`src/rtl/edge_detector_array.sv`:
```
// Multi-channel edge detector: per-channel synchroniser, debounce filter,
// registered rise/fall/any pulses and a sticky event flag with clear.
module edge_detector_array #(
  parameter int unsigned width_p       = 4,
  parameter int unsigned sync_stages_p = 2,
  parameter int unsigned debounce_p    = 4,
  parameter int unsigned sticky_mode_p = 2
) (
  input  logic               clk_i,
  input  logic               reset_ni,
  input  logic [width_p-1:0] d_i,
  input  logic [width_p-1:0] en_i,
  input  logic [width_p-1:0] clear_i,
  output logic [width_p-1:0] level_o,
  output logic [width_p-1:0] rise_o,
  output logic [width_p-1:0] fall_o,
  output logic [width_p-1:0] any_o,
  output logic [width_p-1:0] sticky_o
);

  localparam int unsigned cnt_w_lp = $clog2(debounce_p + 1);
  localparam logic [cnt_w_lp-1:0] cnt_max_lp = cnt_w_lp'(debounce_p - 1);

  logic [width_p-1:0]  sync_q [sync_stages_p];
  logic [cnt_w_lp-1:0] cnt_q  [width_p];
  logic [width_p-1:0]  sync_s;
  logic [width_p-1:0]  level_q;
  logic [width_p-1:0]  level_d_q;
  logic [width_p-1:0]  rise_q;
  logic [width_p-1:0]  fall_q;
  logic [width_p-1:0]  sticky_q;
  logic [width_p-1:0]  rise_d;
  logic [width_p-1:0]  fall_d;
  logic [width_p-1:0]  sticky_set;

  assign sync_s = sync_q[sync_stages_p-1];

  // NOTE: the synchroniser and counter arrays are ordinary flops, not RAM, so
  // resetting every entry is cheap and required for a clean post-reset state.
  always_ff @(posedge clk_i or negedge reset_ni) begin
    if (!reset_ni) begin
      for (int k = 0; k < int'(sync_stages_p); k++) sync_q[k] <= '0;
    end else begin
      // NOTE: non-blocking assignments make the chain shift one stage per
      // edge regardless of loop order; blocking would collapse it.
      sync_q[0] <= d_i;
      for (int k = 1; k < int'(sync_stages_p); k++) sync_q[k] <= sync_q[k-1];
    end
  end

  // A level is accepted only after debounce_p consecutive disagreeing samples.
  always_ff @(posedge clk_i or negedge reset_ni) begin
    if (!reset_ni) begin
      level_q <= '0;
      for (int i = 0; i < int'(width_p); i++) cnt_q[i] <= '0;
    end else begin
      for (int i = 0; i < int'(width_p); i++) begin
        if (sync_s[i] == level_q[i]) begin
          cnt_q[i] <= '0;
        end else if (cnt_q[i] == cnt_max_lp) begin
          level_q[i] <= sync_s[i];
          cnt_q[i]   <= '0;
        end else begin
          cnt_q[i] <= cnt_q[i] + cnt_w_lp'(1);
        end
      end
    end
  end

  // level_d_q trails level_q by one cycle so each accepted change is seen once.
  assign rise_d = en_i &  level_q & ~level_d_q;
  assign fall_d = en_i & ~level_q &  level_d_q;

  // NOTE: defaulting the output first keeps this block free of inferred latches.
  always_comb begin
    sticky_set = rise_d | fall_d;
    case (sticky_mode_p)
      0:       sticky_set = rise_d;
      1:       sticky_set = fall_d;
      default: sticky_set = rise_d | fall_d;
    endcase
  end

  always_ff @(posedge clk_i or negedge reset_ni) begin
    if (!reset_ni) begin
      level_d_q <= '0;
      rise_q    <= '0;
      fall_q    <= '0;
      sticky_q  <= '0;
    end else begin
      level_d_q <= level_q;
      rise_q    <= rise_d;
      fall_q    <= fall_d;
      // A new event in the same cycle as a clear keeps the flag set.
      sticky_q  <= (sticky_q & ~clear_i) | sticky_set;
    end
  end

  assign level_o  = level_q;
  assign rise_o   = rise_q;
  assign fall_o   = fall_q;
  assign any_o    = rise_q | fall_q;
  assign sticky_o = sticky_q;

endmodule

```
`config.mk`:
```
export PLATFORM = sky130hd
export DESIGN_NAME = edge_detector_array
export DESIGN_NICKNAME = d
export VERILOG_FILES = /design/src/rtl/edge_detector_array.sv
export SDC_FILE = /design/constraint.sdc
export NUM_CORES = 1
export LEC_CHECK = 0
export BUFFER_PORTS_ARGS = -buffer_cell sky130_fd_sc_hd__buf_4
export CORE_AREA = 4 4 70 56
export CTS_CLUSTER_DIAMETER = 40
export CTS_CLUSTER_SIZE = 10
export DETAILED_ROUTE_END_ITERATION = 10
export DIE_AREA = 0 0 74 60
export PLACE_DENSITY_LB_ADDON = 0.25
export SYNTH_ARGS = -nofsm -noshare
export SYNTH_HDL_FRONTEND = slang
export SYNTH_SLANG_ARGS = --single-unit
```
`constraint.sdc`:
```
create_clock -name clk_i -period 3.1 [get_ports clk_i]
set_input_delay 0.775 -clock clk_i [delete_from_list [all_inputs] [get_ports clk_i]]
set_output_delay 0.775 -clock clk_i [all_outputs]
set_load 0.01 [all_outputs]
```
-- Yosys cells after proc, flatten, opt, wreduce, memory -nomap -nowiden
Index checks and enable logic that the tools add are counted.
- add/subtract/negate cells: 4
- equality and inequality tests: 8
- muxes and demuxes: 8
- bitwise operators: 15
- reductions and logical operators: 4
- operators with widths (cell ; count):
    $mux W3 ; 8
    $and A4 B4 Y4 ; 5
    $add A3 B1 Y3 const B ; 4
    $eq A3 B2 Y1 const B ; 4
    $not A4 Y4 ; 3
    $or A4 B4 Y4 ; 3
    $reduce_and A2 Y1 ; 4
    $eq A1 B1 Y1 ; 4
    $not A1 Y1 ; 4
- register bits after elaboration: 40
- bits of input ports: 14
- output and inout bits: 20
- logic and storage cells: 53

-- Logic depth before layout (Yosys ltp)
Gate-level depths: netlist of run 1.
- word-level depth: 5
- mapped depth: 3
- gate-level depth less buffers: 3

-- Least setup slack after synthesis of run 1
Ideal clock, no wire load.
- kind: reg2out
- from: reg fall_q[0], in the netlist fall_o[0]
- to: out any_o[0]
- data arrival time: 714 ps
- data required time: 2325 ps
- setup slack: 1611 ps
- stages on the path, launching flop included: 2
- path through: dfrtp_1 or2_2
- word-level cells in the longest chain between the ends: 1
- ends and longest elaborated chain (what ; line ; text):
    from (decl) ; 30 ; logic [width_p-1:0] fall_q;
    from (signal assigned) ; 93 ; fall_q <= fall_d;
    $or A4 B4 Y4 ; 102 ; assign any_o = rise_q | fall_q;
    to (decl) ; 17 ; output logic [width_p-1:0] any_o,
No other way between the ends.

-- Final worst setup path of run 1
- from: reg fall_q[2], in the netlist fall_o[2]
- to: out any_o[2]
Same word-level chain as after synthesis.

==> impl_results.md, run 1 <==
* Total GRT Usage at 0.109
* Vias per cell at 4.59
* Clk sinks at 40
* Finished Layout Cells at 179
* RSZ-0062 raised after global routing: false
* Post-route ant nets at 0
* Mapped Nets at 116
* HP Class: reg2reg
* Synth Warn # at 0
* Placer Congestion at 0.672
* Critical path required time at 2.32 ns
* Worst setup SP type: register
* CTS Hold Bufs at 0
* Setup bufs post-CTS at 0
* Area taken by multi-input logic gates at 393 um^2
* Synth Instances at 98
* Crit path max-delay family: flip-flops
* Number of max-cap violations at 0
* DRT iter0 DRCs at 21
* Clock transition at the registers of the reported paths at 0.07 ns
* DR vias at 822
* Synthesized area at 0.00141 mm^2
* Final Slew Violations at 0
* Vias in the first global route at 825
* Top-level I/O count at 34
* Reg area at 0.00100 mm^2
* Largest net degree at the start of global routing at 41
* First-pass GRT wire length at 3490 um
* Ant diodes at 0
* Core ar. at 0.00322 mm^2
* Top Usage Layer GRT: met2
* Inserted Clock Buffers at 5
* Area Growth Syn to Fin at 27.7%
* Avg Inst Size Synth at 14.4 um^2
* Skew-Pair Late Insertion Delay at 0.28 ns
* M2 GR Usage at 0.177
* Overflow left after global routing at 0
* Placed cell areas at 0.00171 mm^2
* Met3 global-route usage at 0.0504
* Relative slew slack at 0.683
* Crit path DAT at 1.09 ns
* Status: finished clean
* Final Hold Vio Count at 0
* CTS tree: done
* Post-route clock period utilization at 0.601
* Final Cell Area at 0.00180 mm^2
* Buffers & Inverters on Critical Path at 1
* CTS Root Cell: clkbuf_8
* Drc violations at 0
* Max VDD drop at 0.000414 V
* Crit path cell chain: or2_2 -> buf_4
* DP Wirelength at 1590 um
* Cts repair resizes at 0
* Final Core Density at 0.559
* Tmin final at 1.86 ns
* Max Freq at 537 MHz
* Worst Max-Slew Pin Slew at 0.476 ns
* Setup CP Type: reg2out
* Share of cells above drive strength 1 at 0.353
* Register area share after synthesis at 0.710
* Initial antenna violation count at 0
* Crit-path slowest cell: dfrtp_1
* Drt first pass iters at 2
* Die X at 74 um
* Setup crit end kind: output pin
* Buffers on Ports at 33
* Die Y-Extent at 60 um
* # rows at 18
* Fillers at 268
* Worst path max stage delay at 0.38 ns
* WHS at 0.355 ns
* Setup tns final at 0 ns
* H-tree Lvls at 2
* GR met1 Demand/Resource at 0.123
* Clk_skew at 0.00382 ns
* Final nets at 156
* WL/cell at 11.7 um
* Clock buffer depth at 2
* Cells after DPL at 171
* Yosys cell types at 14
* Crit Path Max Fanout at 2
* FF+latch count, synth at 40
* Setup violators final at 0
* Total die area at 0.00444 mm^2
* PwrDens at 897 mW/mm^2
* Initial Util at 0.437
* LEAKAGE at 0.931 nW
* Routed wire length at 2090 um
-- kinds of logic after synthesis --
kind of cell | share of synthesized area
xor+xnor | 0.0497
flops | 0.710
simple gates | 0.137
fa+ha+maj | 0.0355
mux | 0.0320
buf+inv | 0.0107
compound gates | 0.0249
-- final cells by class --
class                      instances  share of cell area
timing repair buffer              33               0.138
inverter                           4             0.00834
clock inverter                     2             0.00556
sequential                        40               0.556
clock buffer                       6              0.0459
tap                               40              0.0278
multi-input combinational         54               0.218
-- per-layer routing --
metal  vias to the layer above  part of all wire
met5                         -                 0
met4                         0            0.0062
met3                         2             0.065
met2                        20              0.53
met1                       397              0.40
li1                        403                 -
-- layout by cell type, fill, tap and decap left out --
master | synthesis | layout
a22o_1 | 4 | 4
and3b_1 | 2 | 2
buf_4 | 0 | 33
clkbuf_8 | 0 | 6
clkinv_2 | 0 | 2
dfrtp_1 | 40 | 40
ha_1 | 4 | 4
inv_1 | 4 | 4
mux2_2 | 4 | 4
nand2_1 | 6 | 6
nor2_1 | 6 | 6
nor2b_1 | 4 | 4
nor3_1 | 4 | 4
nor3b_1 | 8 | 8
or2_2 | 4 | 4
xnor2_1 | 4 | 4
xor2_1 | 4 | 4
-- Yosys cell counts (all sizes together) --
cell type | instances | area, um^2
xor2 | 4 | 35.0
nor2 | 6 | 22.5
and3b | 2 | 17.5
dfrtp | 40 | 1000
mux2 | 4 | 45.0
nor3b | 8 | 60.1
nor2b | 4 | 25.0
nand2 | 6 | 22.5
or2 | 4 | 25.0
xnor2 | 4 | 35.0
ha | 4 | 50.1
inv | 4 | 15.0
a22o | 4 | 35.0
nor3 | 4 | 20.0
-- power by group --
part / switching [mW] / internal [mW] / total, mW
Clock: 0.158 / 0.177 / 0.336
Combinational: 0.198 / 0.285 / 0.483
Sequential: 0.123 / 0.673 / 0.796
Total: 0.480 / 1.13 / 1.61
-- final timing paths --
kind / to / startpoint / depth (start not counted) / slack, ns
worst min register to register: sync_s[0] / sync_q[4] / 0 / 0.36
min in group asynchronous: sticky_o[2] / reset_ni / 1 / 0.44
max in group asynchronous: cnt_q[4] / reset_ni / 1 / 2.31
worst min-delay path: sync_s[0] / sync_q[4] / 0 / 0.36
worst max register to register: level_o[3] / cnt_q[0] / 3 / 1.86
worst max-delay path: any_o[2] / fall_o[2] / 2 / 1.24
-- flip-flops by register name (all words and copies together) (netlist names) --
name / count
level_d_q: 4
sync_q: 4
cnt_q: 12
rise_o: 4
level_o: 4
sticky_o: 4
sync_s: 4
fall_o: 4
-- stage by stage --
step,setup WS [ns],total power [mW]
global route,1.18,1.73
finish,1.24,1.61
global placement,1.55,1.28
CTS,1.22,1.64
floorplan,1.61,1.06
detailed placement,1.54,1.30
Power figures use the tool's default switching activity.
==> run 2: changes to the inputs <==
==> constraint.sdc (replaced) <==
create_clock -name clk_i -period 1.7 [get_ports clk_i]
set_input_delay 0.425 -clock clk_i [delete_from_list [all_inputs] [get_ports clk_i]]
set_output_delay 0.425 -clock clk_i [all_outputs]
set_load 0.01 [all_outputs]
==> run 2 against run 1 <==
  * Non-clock buffer count unchanged
  * Combinational power rose by 82%
  * Global-route usage up 0.13 points
  * Highest routed layer unchanged
==> impl_results.md, run 2 (synthesized netlist as in run 1, its figures left out) <==
* Worst Max-Slew Pin Slew at 0.473 ns (-0.00258 ns)
* Total die area at 0.00444 mm^2 (unchanged)
* Initial antenna violation count at 0 (unchanged)
* DRT met1 WL at 821 um (-2.3%)
* Most frequent cells in the layout: 40 x dfrtp_1, 33 x buf_4, 8 x nor3b_1
* Worst setup SP type: register
* Routed wire length at 2080 um (-0.62%)
* Finished Layout Cells at 179 (unchanged)
* CTS Root Cell: clkbuf_8
* Max VDD drop at 0.000644 V (+56%)
* Relative slew slack at 0.685 (+0.00172)
* Pwr Total at 2.94 mW (+82%)
* Vias per cell at 4.65 (+1.2%)
* Launch point of the worst reg-to-reg path: cnt_q[9]
* First-pass GRT wire length at 3590 um (+2.8%)
* Placer Congestion at 0.674 (+0.40%)
* PwrDens at 1630 mW/mm^2 (+82%)
* LEAKAGE at 0.931 nW (unchanged)
* Worst R2R Setup Slack at 0.45 ns (-1.41 ns)
* WL/cell at 11.6 um (-0.62%)
* Drt first pass iters at 3 (+1)
* Logic pwr share at 0.299 (about the same)
* Setup ws final at 0.192 ns (-1.05 ns)
* Crit path cell chain: or2_2 -> buf_4
* DP Wirelength at 1570 um (-0.86%)
* Max FFs per register at 12 (unchanged)
* Drc violations at 0 (unchanged)
* Worst path max stage delay at 0.38 ns (about the same)
* Overflow left after global routing at 0 (unchanged)
* Setup CP Type: reg2out
* CTS tree: done
* Skew-Pair Late Insertion Delay at 0.28 ns (about the same)
* Dpl ws at 0.455 ns (-1.08 ns)
* Net switching power at 0.871 mW (+81%)
* Share of cells above drive strength 1 at 0.353 (unchanged)
* Tmin final at 1.51 ns
* Max Freq at 663 MHz
* Reg with most FFs: cnt_q
* Largest net degree at the start of global routing at 41 (unchanged)
* Crit-path slowest cell: dfrtp_1
* Clk_skew at 0.00473 ns (+0.000913 ns)
* Crit Path Max Fanout at 2 (unchanged)
* Met2 routed WL at 1110 um (+0.64%)
* Seq pwr share at 0.493 (about the same)
* Crit path DAT at 1.08 ns (about the same)
* Clock transition at the registers of the reported paths at 0.07 ns (about the same)
* Inserted Clock Buffers at 5 (unchanged)
* Sw Share at 0.296 (-0.00104)
* Area Growth Syn to Fin at 27.7% (unchanged)
* Final Hold Vio Count at 0 (unchanged)
* Initial Util at 0.437 (unchanged)
* Worst r2r dst: level_o[0]
* Core ar. at 0.00322 mm^2 (unchanged)
* Top-level I/O count at 34 (unchanged)
* Clock power frac at 0.208 (about the same)
* Cts repair resizes at 0 (unchanged)
* Setup tns final at 0 ns (unchanged)
* Status: finished clean
* DR vias at 832 (+1.2%)
* # rows at 18 (unchanged)
* Vias in the first global route at 853 (+3.4%)
* Buffers on Ports at 33 (unchanged)
* RSZ-0062 raised after global routing: false
* Met3 routed WL at 135 um (-0.74%)
* DR top layer: met4
* H-tree Lvls at 2 (unchanged)
* Ant diodes at 0 (unchanged)
* Final Slew Violations at 0 (unchanged)
* Critical path required time at 1.27 ns (-1.05 ns)
* Die X at 74 um (unchanged)
* Final Cell Area at 0.00180 mm^2 (unchanged)
* Die Y-Extent at 60 um (unchanged)
* Commonest non-fill, non-tap cell in the layout: dfrtp_1
* Internal power at 2.07 mW (+82%)
* Setup bufs post-CTS at 0 (unchanged)
* Post-route ant nets at 0 (unchanged)
* Post-route clock period utilization at 0.887
* CTS Hold Bufs at 0 (unchanged)
* Placed cell areas at 0.00171 mm^2 (unchanged)
* HP Class: in2async
* Clock buffer depth at 2 (unchanged)
* DRT iter0 DRCs at 12 (-43%)
* Final nets at 156 (unchanged)
* Cells after DPL at 171 (unchanged)
* Setup violators final at 0 (unchanged)
* Clk sinks at 40 (unchanged)
* Total GRT Usage at 0.110 (+0.00128)
* Setup crit end kind: output pin
* Reg2reg path depth at 3 (unchanged)
* Number of max-cap violations at 0 (unchanged)
-- run 2: power groups by stage --
| stage | Clock (mW) | Combinational (mW) | Sequential [mW] |
|---|---|---|---|
| 3_3_place_gp | 0 | 0.877 | 1.45 |
| 3_5_place_dp | 0 | 0.904 | 1.47 |
| 2_1_floorplan | 0 | 0.440 | 1.50 |
| 4_1_cts | 0.644 | 0.903 | 1.45 |
| 5_1_grt | 0.683 | 0.982 | 1.50 |
| 6_report | 0.613 | 0.878 | 1.45 |
-- run 2: cell type report --
type	instances	area [um^2]
multi-input cells	54	393
flip-flops and latches	40	1000
clock inverters	2	10.0
clock buffers	6	82.6
inverters	4	15.0
well taps	40	50.0
fillers	261	1420
repair buffers	33	248
-- run 2: per-stage QoR --
step,utilization,hold slack [ns]
floorplan,-,0.129
global placement,0.530,0.332
detailed placement,0.530,0.338
CTS,0.559,0.116
global route,0.559,0.133
finish,0.559,0.101
-- run 2: routing by layer --
layer  GRT usage  up-vias
li1            -      401
met1       0.124      409
met2       0.181       20
met3      0.0504        2
met4      0.0465        0
met5           0        -
-- run 2: worst max path at each step --
stage                    from         end  slack (ns)  cells after the start
detailed placement   cnt_q[9]  level_o[0]        0.45                      3
CTS                 fall_o[2]    any_o[2]        0.18                      2
global route        fall_o[0]    any_o[0]        0.14                      2
global placement    fall_o[0]    any_o[0]        0.50                      2
finish              fall_o[2]    any_o[2]        0.19                      2
floorplan           fall_o[0]    any_o[0]        0.56                      1
-- run 2: critical path: cells and delay by family (launching register included) --
family	cells	cell delay, ns
AND/OR/NAND/NOR	1	0.29
buffers and inverters	1	0.14
flip-flops	1	0.38
